File: src/rtl/mems_pkg.sv
// Shared definitions for the MEMS mirror DAC SPI master: FSM states,
// default frame geometry and a small sizing helper.
package mems_pkg;

  localparam int DATA_W_DEF  = 24;
  localparam int CLK_DIV_DEF = 4;

  typedef enum logic [2:0] {
    IDLE,
    FETCH,
    LOAD,
    SHIFT,
    HOLD,
    LDAC
  } state_t;

  // Largest of three wait lengths, used to size the shared wait counter.
  function automatic int maxOf3(input int a, input int b, input int c);
    int m;
    m = (a > b) ? a : b;
    return (m > c) ? m : c;
  endfunction

endpackage

File: src/rtl/mems_dac_spi_if.sv
// Handshake between mems_control and the DAC SPI master:
// start pulse, waveform-ROM word and the busy flag that paces mems_control.
interface mems_dac_spi_if
  import mems_pkg::*;
#(
  parameter int DATA_W = DATA_W_DEF
);

  logic              start;
  logic [DATA_W-1:0] romData;
  logic              busy;

  modport master (output start, output romData, input busy);
  modport slave  (input start, input romData, output busy);

endinterface

File: src/rtl/mems_sclk_div.sv
// SCLK half-period divider: counts CLK_DIV cycles per half period while
// enabled and flags the edge that ends the low half (rise) and the edge that
// ends the high half (fall / end of bit). Held cleared whenever disabled so
// every frame starts with a full low half-period.
module mems_sclk_div #(
  parameter int CLK_DIV = 4
) (
  input  logic clk,
  input  logic rst,
  input  logic en_i,
  output logic riseEn_o,
  output logic fallEn_o
);

  localparam int CNT_W = $clog2(CLK_DIV + 1);
  localparam logic [CNT_W-1:0] HALF_LAST = CNT_W'(CLK_DIV - 1);

  logic [CNT_W-1:0] cnt_q, cnt_d;
  logic             phase_q, phase_d;
  logic             halfEnd;

  assign halfEnd  = en_i && (cnt_q == HALF_LAST);
  assign riseEn_o = halfEnd && !phase_q;
  assign fallEn_o = halfEnd && phase_q;

  // Next count/phase: wrap at the end of each half period, clear when idle.
  always_comb begin
    cnt_d   = '0;
    phase_d = 1'b0;
    if (en_i) begin
      if (halfEnd) begin
        cnt_d   = '0;
        phase_d = !phase_q;
      end else begin
        cnt_d   = cnt_q + CNT_W'(1);
        phase_d = phase_q;
      end
    end
  end

  // Divider state registers.
  always_ff @(posedge clk) begin
    if (rst) begin
      cnt_q   <= '0;
      phase_q <= 1'b0;
    end else begin
      cnt_q   <= cnt_d;
      phase_q <= phase_d;
    end
  end

endmodule

File: src/rtl/mems_dac_spi.sv
// SPI master for the MEMS mirror DAC. Each start pulse fetches the current
// waveform-ROM word and shifts it MSB first; busy paces mems_control.
// Optional feature macro: MEMS_DAC_LDAC_EN adds the ldacN_o load strobe and
// the LDAC state after the inter-frame hold.
module mems_dac_spi
  import mems_pkg::*;
#(
  parameter int DATA_W  = DATA_W_DEF,
  parameter int CLK_DIV = CLK_DIV_DEF,
  parameter int ROM_LAT = 1,
  parameter int CS_GAP  = 2,
  parameter int LDAC_W  = 2
) (
  input  logic          clk,
  input  logic          rst,
  mems_dac_spi_if.slave bus,
  output logic          sclk_o,
  output logic          mosi_o,
`ifdef MEMS_DAC_LDAC_EN
  output logic          syncN_o,
  output logic          ldacN_o
`else
  output logic          syncN_o
`endif
);

  localparam int WAIT_W = $clog2(maxOf3(ROM_LAT, CS_GAP, LDAC_W) + 1);
  localparam int BIT_W  = $clog2(DATA_W + 1);
  localparam logic [WAIT_W-1:0] FETCH_LAST = WAIT_W'(ROM_LAT - 1);
  localparam logic [WAIT_W-1:0] GAP_LAST   = WAIT_W'(CS_GAP - 1);
`ifdef MEMS_DAC_LDAC_EN
  localparam logic [WAIT_W-1:0] LDAC_LAST  = WAIT_W'(LDAC_W - 1);
`endif
  localparam logic [BIT_W-1:0]  BIT_LAST   = BIT_W'(DATA_W - 1);

  state_t            state_q, state_d;
  logic [WAIT_W-1:0] waitCnt_q, waitCnt_d;
  logic [BIT_W-1:0]  bitCnt_q, bitCnt_d;
  logic [DATA_W-1:0] shift_q, shift_d;
  logic              busy_q, busy_d;
  logic              sclk_q, sclk_d;
  logic              syncN_q, syncN_d;
  logic              riseEn, fallEn;
`ifdef MEMS_DAC_LDAC_EN
  logic              ldacN_q, ldacN_d;
`endif

  mems_sclk_div #(
    .CLK_DIV (CLK_DIV)
  ) u_sclkDiv (
    .clk      (clk),
    .rst      (rst),
    .en_i     (state_q == SHIFT),
    .riseEn_o (riseEn),
    .fallEn_o (fallEn)
  );

  assign bus.busy = busy_q;
  assign sclk_o   = sclk_q;
  assign mosi_o   = shift_q[DATA_W-1];
  assign syncN_o  = syncN_q;
`ifdef MEMS_DAC_LDAC_EN
  assign ldacN_o  = ldacN_q;
`endif

  // FSM state register.
  always_ff @(posedge clk) begin
    if (rst) state_q <= IDLE;
    else     state_q <= state_d;
  end

  // Next-state logic; start is only honoured from IDLE, so requests while busy vanish.
  always_comb begin
    state_d = state_q;
    case (state_q)
      IDLE:  if (bus.start) state_d = FETCH;
      FETCH: if (waitCnt_q == FETCH_LAST) state_d = LOAD;
      LOAD:  state_d = SHIFT;
      SHIFT: if (fallEn && (bitCnt_q == BIT_LAST)) state_d = HOLD;
`ifdef MEMS_DAC_LDAC_EN
      HOLD:  if (waitCnt_q == GAP_LAST) state_d = LDAC;
      LDAC:  if (waitCnt_q == LDAC_LAST) state_d = IDLE;
`else
      HOLD:  if (waitCnt_q == GAP_LAST) state_d = IDLE;
`endif
      default: state_d = IDLE;
    endcase
  end

  // Next registered outputs: the ROM word is captured only on entry to LOAD,
  // and mosi (shift MSB) moves only with the SCLK rising edge.
  always_comb begin
    busy_d  = (state_d != IDLE);
    sclk_d  = sclk_q;
    syncN_d = syncN_q;
    shift_d = shift_q;
    case (state_q)
      FETCH: begin
        if (state_d == LOAD) begin
          shift_d = bus.romData;
          syncN_d = 1'b0;
        end
      end
      LOAD: sclk_d = 1'b0;
      SHIFT: begin
        if (riseEn) begin
          sclk_d  = 1'b1;
          shift_d = {shift_q[DATA_W-2:0], 1'b0};
        end else if (fallEn) begin
          if (state_d == HOLD) syncN_d = 1'b1;
          else                 sclk_d  = 1'b0;
        end
      end
      default: begin
        sclk_d  = 1'b1;
        syncN_d = 1'b1;
      end
    endcase
`ifdef MEMS_DAC_LDAC_EN
    ldacN_d = (state_d != LDAC);
`endif
  end

  // Wait and bit counters restart on every state change.
  always_comb begin
    waitCnt_d = '0;
    if ((state_d == state_q) &&
        ((state_q == FETCH) || (state_q == HOLD) || (state_q == LDAC)))
      waitCnt_d = waitCnt_q + WAIT_W'(1);
    bitCnt_d = '0;
    if ((state_q == SHIFT) && (state_d == SHIFT))
      bitCnt_d = fallEn ? (bitCnt_q + BIT_W'(1)) : bitCnt_q;
  end

  // Datapath and output registers; reset drops the partial word and idles the bus.
  always_ff @(posedge clk) begin
    if (rst) begin
      waitCnt_q <= '0;
      bitCnt_q  <= '0;
      shift_q   <= '0;
      busy_q    <= 1'b0;
      sclk_q    <= 1'b1;
      syncN_q   <= 1'b1;
`ifdef MEMS_DAC_LDAC_EN
      ldacN_q   <= 1'b1;
`endif
    end else begin
      waitCnt_q <= waitCnt_d;
      bitCnt_q  <= bitCnt_d;
      shift_q   <= shift_d;
      busy_q    <= busy_d;
      sclk_q    <= sclk_d;
      syncN_q   <= syncN_d;
`ifdef MEMS_DAC_LDAC_EN
      ldacN_q   <= ldacN_d;
`endif
    end
  end

endmodule

File: src/flat_wrapper.sv
// flat-port wrapper written by rule: the top's interface ports become plain ports
module mems_dac_spi_flat import mems_pkg::*;
#(
  parameter int DATA_W  = DATA_W_DEF,
  parameter int CLK_DIV = CLK_DIV_DEF,
  parameter int ROM_LAT = 1,
  parameter int CS_GAP  = 2,
  parameter int LDAC_W  = 2
)
  (clk, rst, sclk_o, mosi_o, syncN_o, bus_start, bus_romData, bus_busy);
  mems_dac_spi_if #(.DATA_W(DATA_W)) bus_i ();
  input  logic clk;
  input  logic rst;
  output logic sclk_o;
  output logic mosi_o;
  output logic syncN_o;
  input wire logic [$bits(bus_i.start)-1:0] bus_start;
  input wire logic [$bits(bus_i.romData)-1:0] bus_romData;
  output wire logic [$bits(bus_i.busy)-1:0] bus_busy;
  assign bus_i.start = bus_start;
  assign bus_i.romData = bus_romData;
  assign bus_busy = bus_i.busy;
  mems_dac_spi #(.DATA_W(DATA_W), .CLK_DIV(CLK_DIV), .ROM_LAT(ROM_LAT), .CS_GAP(CS_GAP), .LDAC_W(LDAC_W)) u_core (.clk(clk), .rst(rst), .bus(bus_i), .sclk_o(sclk_o), .mosi_o(mosi_o), .syncN_o(syncN_o));
endmodule
File: config.mk
export PLATFORM = sky130hd
export DESIGN_NAME = mems_dac_spi_flat
export DESIGN_NICKNAME = d
export VERILOG_FILES = /design/src/rtl/mems_pkg.sv /design/src/rtl/mems_dac_spi_if.sv /design/src/rtl/mems_sclk_div.sv /design/src/rtl/mems_dac_spi.sv /design/src/flat_wrapper.sv
export SDC_FILE = /design/constraint.sdc
export NUM_CORES = 1
export LEC_CHECK = 0
export ABC_AREA = 1
export BUFFER_PORTS_ARGS = -buffer_cell sky130_fd_sc_hd__buf_2
export CORE_MARGIN = 3
export CORE_UTILIZATION = 50
export DETAILED_ROUTE_END_ITERATION = 10
export PLACE_DENSITY = 0.72
export SYNTH_ARGS = -nofsm -noshare
export SYNTH_HDL_FRONTEND = slang
export SYNTH_SLANG_ARGS = --single-unit
File: constraint.sdc
create_clock -name clk -period 2.9 [get_ports clk]
set_input_delay 0 -clock clk [delete_from_list [all_inputs] [get_ports clk]]
set_output_delay 0 -clock clk [all_outputs]
set_load 0.005 [all_outputs]
==> results of run 1 <==
[cells in the mapped netlist]
master    instances  area, um2
o21ai_2           1      8.760
a31oi_1           1      6.260
inv_1            39      146.4
clkinv_1          1      3.750
nor3_1            1      5.000
xnor2_1           1      8.760
xor2_1            1      8.760
nand3b_1          1      7.510
buf_4             3      22.52
ha_1              5      62.56
nor2_1           54      202.7
nand2_1          92      345.3
nand3_2           1      10.01
a21boi_0          1      7.510
buf_6             1      11.26
nand4_1           3      18.77
nand2_2           1      6.260
and2_1            1      6.260
nand3_1          12      60.06
inv_2             2      7.510
nand3_4           1      17.52
nor2_2            2      12.51
dfxtp_1          41      820.8
buf_2             3      15.01
clkbuf_1          5      18.77
a21oi_1          10      50.05
o21ai_0          25      125.1
[cell families (layout without fill, tap and decap cells)]
| kind of cell | count (synthesis) | in the layout |
|---|---|---|
| adder cells (fa/ha/maj) | 5 | 5 |
| AND/OR/NAND/NOR | 169 | 169 |
| AO/OA/AOI/OAI | 38 | 38 |
| XOR/XNOR | 2 | 2 |
| flip-flops | 41 | 41 |
| buffers and inverters | 54 | 84 |
[cell type report]
type                       count  area share
multi-input combinational    214      0.4235
sequential                    41      0.3585
inverter                      42     0.06885
timing repair buffer          35     0.08525
clock buffer                   7     0.03770
tap                           48     0.02623
[repair_timing]
item | CTS | global route
hold endpoints to repair | 3 | 0
hold buffers | 3 | 0
buffers inserted | 0 | 0
resized for setup | 0 | 0
[per-layer routing]
metal  part of all wire  wire [um]  vias to the layer above
li1                   -          -                     1004
met1               0.51       1885                      750
met2               0.44       1654                       26
met3              0.041        153                        2
met4             0.0073         27                        0
met5                  0          0                        -
[per-stage QoR]
stage	std cells	total power [mW]	hold slack, ps	worst slack (ps)	area, um2
floorplan	309	0.8291	168.4	1516	2016
global placement	377	0.8737	290.2	1203	2173
detailed placement	377	0.8777	282.2	1184	2173
CTS	387	1.245	52.71	653.9	2290
global route	387	1.320	74.24	472.3	2290
finish	387	1.234	50.02	669.0	2290
[worst max-delay path, cell delays in order, from the launching register on]
cell           delay [ps]
dfxtp_1               440
nand3_2               320
inv_2                 190
o21ai_2               100
nand3_4               340
nand2_1               110
a21oi_1               130
dlygate4sd3_1         540
[worst max path at each step]
stage / endpoint / slack [ps] / depth (start not counted)
global route: u_core.shift_q[0] / 470 / 7
global placement: u_core.shift_q[13] / 1200 / 7
detailed placement: u_core.shift_q[17] / 1180 / 7
CTS: u_core.shift_q[0] / 650 / 7
floorplan: u_core.shift_q[11] / 1520 / 8
finish: u_core.shift_q[0] / 670 / 7
[registers in the layout, summed over array words and instances, names as in the netlist]
name                      cells
u_core.shift_q               24
u_core.bitCnt_q               5
u_core.state_q                3
u_core.u_sclkDiv.cnt_q        3
u_core.waitCnt_q              2
u_core.bus.busy               1
u_core.sclk_o                 1
u_core.syncN_o                1
u_core.u_sclkDiv.phase_q      1
[power breakdown]
| group | internal (mW) | total, mW | switching, mW |
|---|---|---|---|
| sequential | 0.615 | 0.635 | 0.0199 |
| combinational | 0.0898 | 0.234 | 0.144 |
| clock | 0.189 | 0.365 | 0.176 |
| total | 0.894 | 1.23 | 0.340 |
==> results.ini, run 1 <==
[timing]
finalMaxSlewViolations = 0
slew_headroom = 0.6888
timing.fmax_mhz = 448.2
worst_slew_pin_slew_ps = 466.9
hold_viol_final = 0
clock_skew_ps = 4.765
post-route-min-period_ps = 2231
post-route-period-util = 0.7693
setup-tns-final_ps = 0
rsz0062_at_grt = false
setup_viol_count_final = 0

[place]
port-buffer-count = 30
place.gp.congestion = 0.7905
dpl.hpwl_um = 2609

[clocking]
clk_path_buf_depth = 2
worst_setup_hold_path_clk_slew_ps = 70
cts_sinks = 41
cts_tree = yes
clock_latency_ps = 280
cts_made_buffers = 5
root_buffer = clkbuf_8
htreeDepth = 2

[drt]
wl_per_cell_um = 9.615
vias_per_cell = 4.605
dr.first_iter.drc_count = 100
num_vias = 1782
first_pass_iters = 4
drc = 0
postRouteAntennaNets = 0
routed_wl_um = 3721

[global_routing]
grtUsageTotal = 0.1637
grt_max_degree = 47
grt_use_met1 = 0.2127
grt_pass1_vias = 1572
grt_first_pass_wirelength_um = 6596
use_met3 = 0.04928
grt_overflow = 0
grt_use_met2 = 0.2595
antenna_found_initial = 0
grt_busiest_layer = met2

[synthesis]
synth_xor_area_frac = 0.008690
yosys.area_share.adder = 0.03104
synth_compound_area_frac = 0.09808
synthesis.yosys.warnings = 0
synth_area_per_cell_um2 = 6.523
yosys.area_share.simple = 0.3433
syn_inst = 309
ys_seq_elements = 41
yosysUniqueCellTypes = 27
muxShareOfSynthArea = 0
synth_area_um2 = 2016
syn_nets = 341
ys_seq_area_frac = 0.4072
synth_top_family_by_area = simple AND/OR/NAND/NOR gates

[setup_path]
critPathMaxFanout = 46
worstRegToRegCells = 7
start_kind = register
worstPathRequired_ps = 3130
rrSetupSlack_ps = 670
startpoint = u_core.state_q[1]
cp-end-kind = register
crit_type = register to register
r2r_end = u_core.shift_q[0]
r2r-start = u_core.state_q[1]
cp.arrival_ps = 2460

[floorplan]
die_y_um = 69.50
start_util = 0.5345
rows = 22
core_um2 = 3771
dieWidth_um = 69.50
pin_count = 31
dieArea_um2 = 4830

[final_layout]
final.fill_count = 359
final_common_cell = nand2_1
antenna_cells = 0
regArea_um2 = 820.8
nNetsFinal = 371
syn_to_final_growth_pct = 13.59
multi_input_area_um2 = 969.7
drive_gt1_frac = 0.1357
finish.utilization = 0.6072
layout_common_cells = nand2_1, nor2_1, dfxtp_1

[min_path]
hold_path.startpoint = bus_romData[1]
hold_path_end = u_core.shift_q[1]
min_path_cells = 5
hp-class = primary input to register

[pwr]
power_density_nw_per_um2 = 539.0
p_leak_nw = 1.160
ir_drop_mv = 0.3247

[flow_run]
cap_violations = 0

[outcome]
status = finished, final reports clean

Power figures use the tool's default switching activity.
==> run 2: changes to the inputs <==
Clock period 2.9 ns to 2.1 ns, I/O delays scaled along.
==> run 2 against run 1 <==
  * Critical path depth up 1
  * Via count down 0.73%
  * Non-clock buffer count down 1
  * Clock skew about the same
  * Cell count unchanged
  * First-iteration DRC count up 31%
  * Count of clock-buffer cells in the layout down 2
  * Hold slack worse by 21 ps
  * Register-to-register slack worse by 300 ps
  * Die area unchanged
  * Core utilization up 1.0 points
  * Clock power up 110%
  * Largest cell class unchanged
  * Largest power group unchanged
==> results.ini, run 2 (synthesis results as in run 1) <==
[outcome]
status = finished, final reports clean  ; unchanged

[drt]
wl_met3_um = 239  ; was 153 um
dr.first_iter.drc_count = 131  ; was 100
num_vias = 1769  ; was 1782
wl_per_cell_um = 9.429  ; was 9.615 um
routed_wl_um = 3649  ; was 3721 um
postRouteAntennaNets = 0  ; unchanged
wl_met1_um = 1825  ; was 1885 um
routed-wl-met2_um = 1523  ; was 1654 um
drc = 0  ; unchanged
first_pass_iters = 4  ; unchanged
vias_per_cell = 4.571  ; was 4.605
highest_layer = met4  ; unchanged

[setup_path]
startpoint = u_core.u_sclkDiv.cnt_q[0]  ; was u_core.state_q[1]
worstPathRequired_ps = 2340  ; was 3130 ps
start_kind = register  ; unchanged
crit_type = register to register  ; unchanged
crit_path_max_incr_delay_ps = 400  ; was 540 ps
path_cells = ha_1, ha_1, inv_1, o21ai_2, nand3_4, nand2_1, nand2_1, nor2_1  ; was nand3_2, inv_2, o21ai_2, nand3_4, nand2_1, a21oi_1, dlygate4sd3_1
cp-end-kind = register  ; unchanged
critPathMaxFanout = 46  ; unchanged
cpMaxStageDelayCell = nand3_4  ; was dlygate4sd3_1
rrSetupSlack_ps = 370  ; was 670 ps
critPathTopFamily = simple AND/OR/NAND/NOR gates  ; unchanged
crit_buf_inv = 1  ; was 2
worstRegToRegCells = 8  ; was 7
r2r_end = u_core.shift_q[8]  ; was u_core.shift_q[0]
r2r-start = u_core.u_sclkDiv.cnt_q[0]  ; was u_core.state_q[1]
cp.arrival_ps = 1970  ; was 2460 ps

[timing]
timing.fmax_mhz = 578.3  ; was 448.2 MHz
post-route-period-util = 0.8234  ; was 0.7693
post-route-min-period_ps = 1729  ; was 2231 ps
worst_slew_pin_slew_ps = 463.7  ; was 466.9 ps
setup_viol_count_final = 0  ; unchanged
finalMaxSlewViolations = 0  ; unchanged
hold_viol_final = 0  ; unchanged
clock_skew_ps = 5.229  ; was 4.765 ps
slew_headroom = 0.6908  ; was 0.6888
rsz0062_at_grt = false  ; unchanged
setup-tns-final_ps = 0  ; unchanged

[pwr]
power_density_nw_per_um2 = 834.5  ; was 539.0 nW/um2
p_leak_nw = 1.177  ; was 1.160 nW
p_total_mw = 1.942  ; was 1.234 mW
ir_drop_mv = 0.5958  ; was 0.3247 mV

[final_layout]
drive_gt1_frac = 0.1416  ; was 0.1357
layout_common_cells = nand2_1, nor2_1, dfxtp_1  ; unchanged
postLayoutCellArea_um2 = 2327  ; was 2290 um2
top_register = u_core.shift_q  ; unchanged
reg_top3 = u_core.shift_q: 24 flops, u_core.bitCnt_q: 5 flops  ; unchanged
finish.utilization = 0.6171  ; was 0.6072
multi_input_area_um2 = 969.7  ; unchanged
syn_to_final_growth_pct = 15.46  ; was 13.59%
nNetsFinal = 370  ; was 371
regArea_um2 = 820.8  ; unchanged
final_common_cell = nand2_1  ; unchanged
final.fill_count = 361  ; was 359
largest_reg_flops = 24  ; unchanged
antenna_cells = 0  ; unchanged
final_cells = 387  ; unchanged

[clocking]
cts_tree = yes  ; unchanged
post_cts_buffers = 0  ; unchanged
cts_made_buffers = 5  ; unchanged
post_cts_resized = 0  ; unchanged
cts_sinks = 41  ; unchanged
htreeDepth = 2  ; unchanged
worst_setup_hold_path_clk_slew_ps = 80  ; was 70 ps
clock_latency_ps = 300  ; was 280 ps
ctsHoldBuffers = 2  ; was 3
root_buffer = clkbuf_8  ; unchanged
clk_path_buf_depth = 2  ; unchanged

[place]
dpl.hpwl_um = 2463  ; was 2609 um
dp_cells = 377  ; unchanged
port-buffer-count = 30  ; unchanged
place.gp.congestion = 0.7959  ; was 0.7905
dpl_cell_area_um2 = 2173  ; unchanged

[min_path]
hp-class = primary input to register  ; unchanged
min_path_cells = 5  ; unchanged
hold_path.startpoint = bus_romData[1]  ; unchanged
hold_path_end = u_core.shift_q[1]  ; unchanged

[floorplan]
start_util = 0.5345  ; unchanged
dieArea_um2 = 4830  ; unchanged
pin_count = 31  ; unchanged
rows = 22  ; unchanged
dieWidth_um = 69.50  ; unchanged
core_um2 = 3771  ; unchanged
die_y_um = 69.50  ; unchanged

[global_routing]
grt_first_pass_wirelength_um = 6334  ; was 6596 um
antenna_found_initial = 0  ; unchanged
grt_max_degree = 47  ; unchanged
grtUsageTotal = 0.1593  ; was 0.1637
grt_overflow = 0  ; unchanged
grt_pass1_vias = 1516  ; was 1572

[flow_run]
cap_violations = 0  ; unchanged

[run 2: changes by cell type in the layout (fill, tap and decap cells not counted)]
cell           before  now
bufinv_16           0    2
dlygate4sd3_1       3    2
clkinv_2            0    1
clkbuf_8            6    5
clkbuf_1            1    0
[run 2: worst min-delay path: stages]
cell and delay, ps:
buf_2 80, nand2_1 40, nand2_1 50, nor2_1 40
nor2_1 80
[run 2: how the worst max path moves through the flow]
stage                         endpoint  cells past startpoint  slack [ps]
global route        u_core.shift_q[13]                      8         120
finish               u_core.shift_q[8]                      8         370
detailed placement   u_core.shift_q[8]                      8         400
floorplan           u_core.shift_q[11]                      8         720
global placement     u_core.shift_q[1]                      7         440
CTS                  u_core.shift_q[8]                      8         350
[run 2: through the flow]
step	setup WS, ps	hold WS [ps]
after global routing	117.0	59.20
after global placement	441.7	286.6
final	370.9	28.67
after detailed placement	404.9	286.2
after CTS	349.5	27.62
after floorplan	715.5	168.4
[run 2: final cells by class]
type | instances | area share
multi-input combinational | 214 | 0.4167
sequential | 41 | 0.3527
timing repair buffer | 34 | 0.07957
inverter | 42 | 0.06774
clock buffer | 5 | 0.02957
clock inverter | 3 | 0.02796
tap | 48 | 0.02581
[run 2: where the power goes]
group          internal [mW]  switching (mW)  total [mW]
combinational          0.122           0.196       0.318
clock                  0.472           0.277       0.749
sequential             0.849          0.0256       0.875
[run 2: metal layers]
metal | global-route usage | vias to the layer above
met5 | 0 | -
met4 | 0.06508 | 0
met3 | 0.05507 | 5
met2 | 0.2288 | 42
met1 | 0.2168 | 723
li1 | - | 999
==> run 3: changes to the inputs <==
Clock period 2.1 ns to 1.71 ns, I/O delays scaled along.
==> run 3 against run 2 <==
  * Cell count grew 0.52%
  * Fmax grew 15%
  * Die area is the same
  * Hold slack gained 14 ps
  * Power grew 12%
  * Critical path type unchanged
  * Largest power group unchanged
  * Clock power shrank 9.1%
  * Sequential power grew 23%
  * Flip-flop and latch count is the same
==> results.ini, run 3 (synthesis results as in run 1) <==
[global_routing]
grt_max_degree = 47  ; unchanged
grt_first_pass_wirelength_um = 6486  ; was 6334 um
grt_pass1_vias = 1551  ; was 1516
grt_overflow = 0  ; unchanged
grtUsageTotal = 0.1642  ; was 0.1593
antenna_found_initial = 0  ; unchanged

[place]
place.gp.congestion = 0.8333  ; was 0.7959
port-buffer-count = 30  ; unchanged
dpl.hpwl_um = 2643  ; was 2463 um

[final_layout]
nNetsFinal = 372  ; was 370
largest_reg_flops = 24  ; unchanged
antenna_cells = 0  ; unchanged
drive_gt1_frac = 0.1466  ; was 0.1416
reg_top3 = u_core.shift_q: 24 flops, u_core.bitCnt_q: 5 flops  ; unchanged
layout_common_cells = nand2_1, nor2_1, dfxtp_1  ; unchanged
finish.utilization = 0.6158  ; was 0.6171
top_register = u_core.shift_q  ; unchanged
final_common_cell = nand2_1  ; unchanged
syn_to_final_growth_pct = 15.21  ; was 15.46%

[pwr]
power_density_nw_per_um2 = 933.4  ; was 834.5 nW/um2
ir_drop_mv = 0.6677  ; was 0.5958 mV
p_total_mw = 2.168  ; was 1.942 mW
p_leak_nw = 1.178  ; was 1.177 nW

[clocking]
post_cts_resized = 0  ; unchanged
worst_setup_hold_path_clk_slew_ps = 80  ; about the same
htreeDepth = 2  ; unchanged
cts_sinks = 41  ; unchanged
cts_tree = yes  ; unchanged
cts_made_buffers = 5  ; unchanged
clock_latency_ps = 290  ; was 300 ps
root_buffer = clkbuf_8  ; unchanged
clk_path_buf_depth = 2  ; unchanged

[timing]
setup_viol_count_final = 0  ; unchanged
holdWs_ps = 42.65  ; was 28.67 ps
post-route-period-util = 0.8814  ; was 0.8234
timing.fmax_mhz = 663.5  ; was 578.3 MHz
slew_headroom = 0.7328  ; was 0.6908
worst_slew_pin_slew_ps = 398.3  ; was 463.7 ps
rsz0062_at_grt = false  ; unchanged
finalMaxSlewViolations = 0  ; unchanged
setup-tns-final_ps = 0  ; unchanged
clock_skew_ps = 4.910  ; was 5.229 ps
hold_viol_final = 0  ; unchanged
post-route-min-period_ps = 1507  ; was 1729 ps

[drt]
first_pass_iters = 4  ; unchanged
vias_per_cell = 4.648  ; was 4.571
drc = 0  ; unchanged
postRouteAntennaNets = 0  ; unchanged
wl_per_cell_um = 9.571  ; was 9.429 um
num_vias = 1808  ; was 1769
routed_wl_um = 3723  ; was 3649 um
dr.first_iter.drc_count = 145  ; was 131

[setup_path]
startpoint = u_core.u_sclkDiv.cnt_q[0]  ; unchanged
cp-end-kind = register  ; unchanged
critical_path.endpoint = u_core.bus.busy  ; was u_core.shift_q[8]
r2r-start = u_core.u_sclkDiv.cnt_q[0]  ; unchanged
r2r_end = u_core.bus.busy  ; was u_core.shift_q[8]
crit_type = register to register  ; unchanged
cp.arrival_ps = 1700  ; was 1970 ps
start_kind = register  ; unchanged
critPathMaxFanout = 5  ; was 46
worstRegToRegCells = 9  ; was 8
rrSetupSlack_ps = 200  ; was 370 ps
worstPathRequired_ps = 1900  ; was 2340 ps

[floorplan]
core_um2 = 3771  ; unchanged
dieWidth_um = 69.50  ; unchanged
rows = 22  ; unchanged
die_y_um = 69.50  ; unchanged
pin_count = 31  ; unchanged
start_util = 0.5345  ; unchanged
dieArea_um2 = 4830  ; unchanged

[min_path]
min_path_cells = 5  ; unchanged
hp-class = primary input to register  ; unchanged

[outcome]
status = finished, final reports clean  ; unchanged

[flow_run]
cap_violations = 0  ; unchanged

[run 3: worst min-delay path by stage]
stage | end | slack, ps | startpoint
after floorplan | u_core.shift_q[0] | 170 | bus_romData[0]
after global placement | u_core.shift_q[0] | 280 | rst
after detailed placement | u_core.shift_q[0] | 280 | rst
after CTS | u_core.shift_q[1] | 40 | bus_romData[1]
after global routing | u_core.shift_q[5] | 50 | bus_romData[5]
final | u_core.shift_q[1] | 40 | bus_romData[1]
[run 3: through the flow]
| step | instance area (um2) | worst slack, ps | instances |
|---|---|---|---|
| after detailed placement | 2201 | 212.0 | 379 |
| after global routing | 2322 | 48.22 | 389 |
| after floorplan | 2016 | 325.5 | 309 |
| after global placement | 2201 | 253.3 | 379 |
| after CTS | 2322 | 196.3 | 389 |
| final | 2322 | 202.8 | 389 |
[run 3: per-layer routing]
metal,GRT usage,up-vias,wire length (um)
li1,-,1002,-
met1,0.2061,767,1804
met2,0.2627,35,1682
met3,0.05362,4,189
met4,0.05857,0,46
met5,0,-,0
[run 3: area by class of cell]
type,count,area [um2]
fillers,367,1449
multi-input cells,214,969.7
flip-flops and latches,41,820.8
repair buffers,36,212.7
inverters,42,157.7
clock buffers,7,96.34
well taps,48,60.06
clock inverters,1,5.005
[run 3: where the power goes]
group	internal (mW)	total, mW	switching [mW]
clock network	0.364	0.681	0.317
logic	0.163	0.410	0.247
registers	1.04	1.08	0.0331
total	1.57	2.17	0.597
[run 3: critical path, stage by stage, from the launching register on]
cell	delay [ps]
dfxtp_1	340
ha_1	150
ha_1	130
inv_1	70
nor2_2	150
nand3_1	160
nand2_1	190
nand3_1	100
nand2_1	60
nand2_1	60
[run 3: timing repair]
item,CTS,global route
buffers inserted,0,0
endpoints found under the hold margin,4,0
hold buffers,2,0
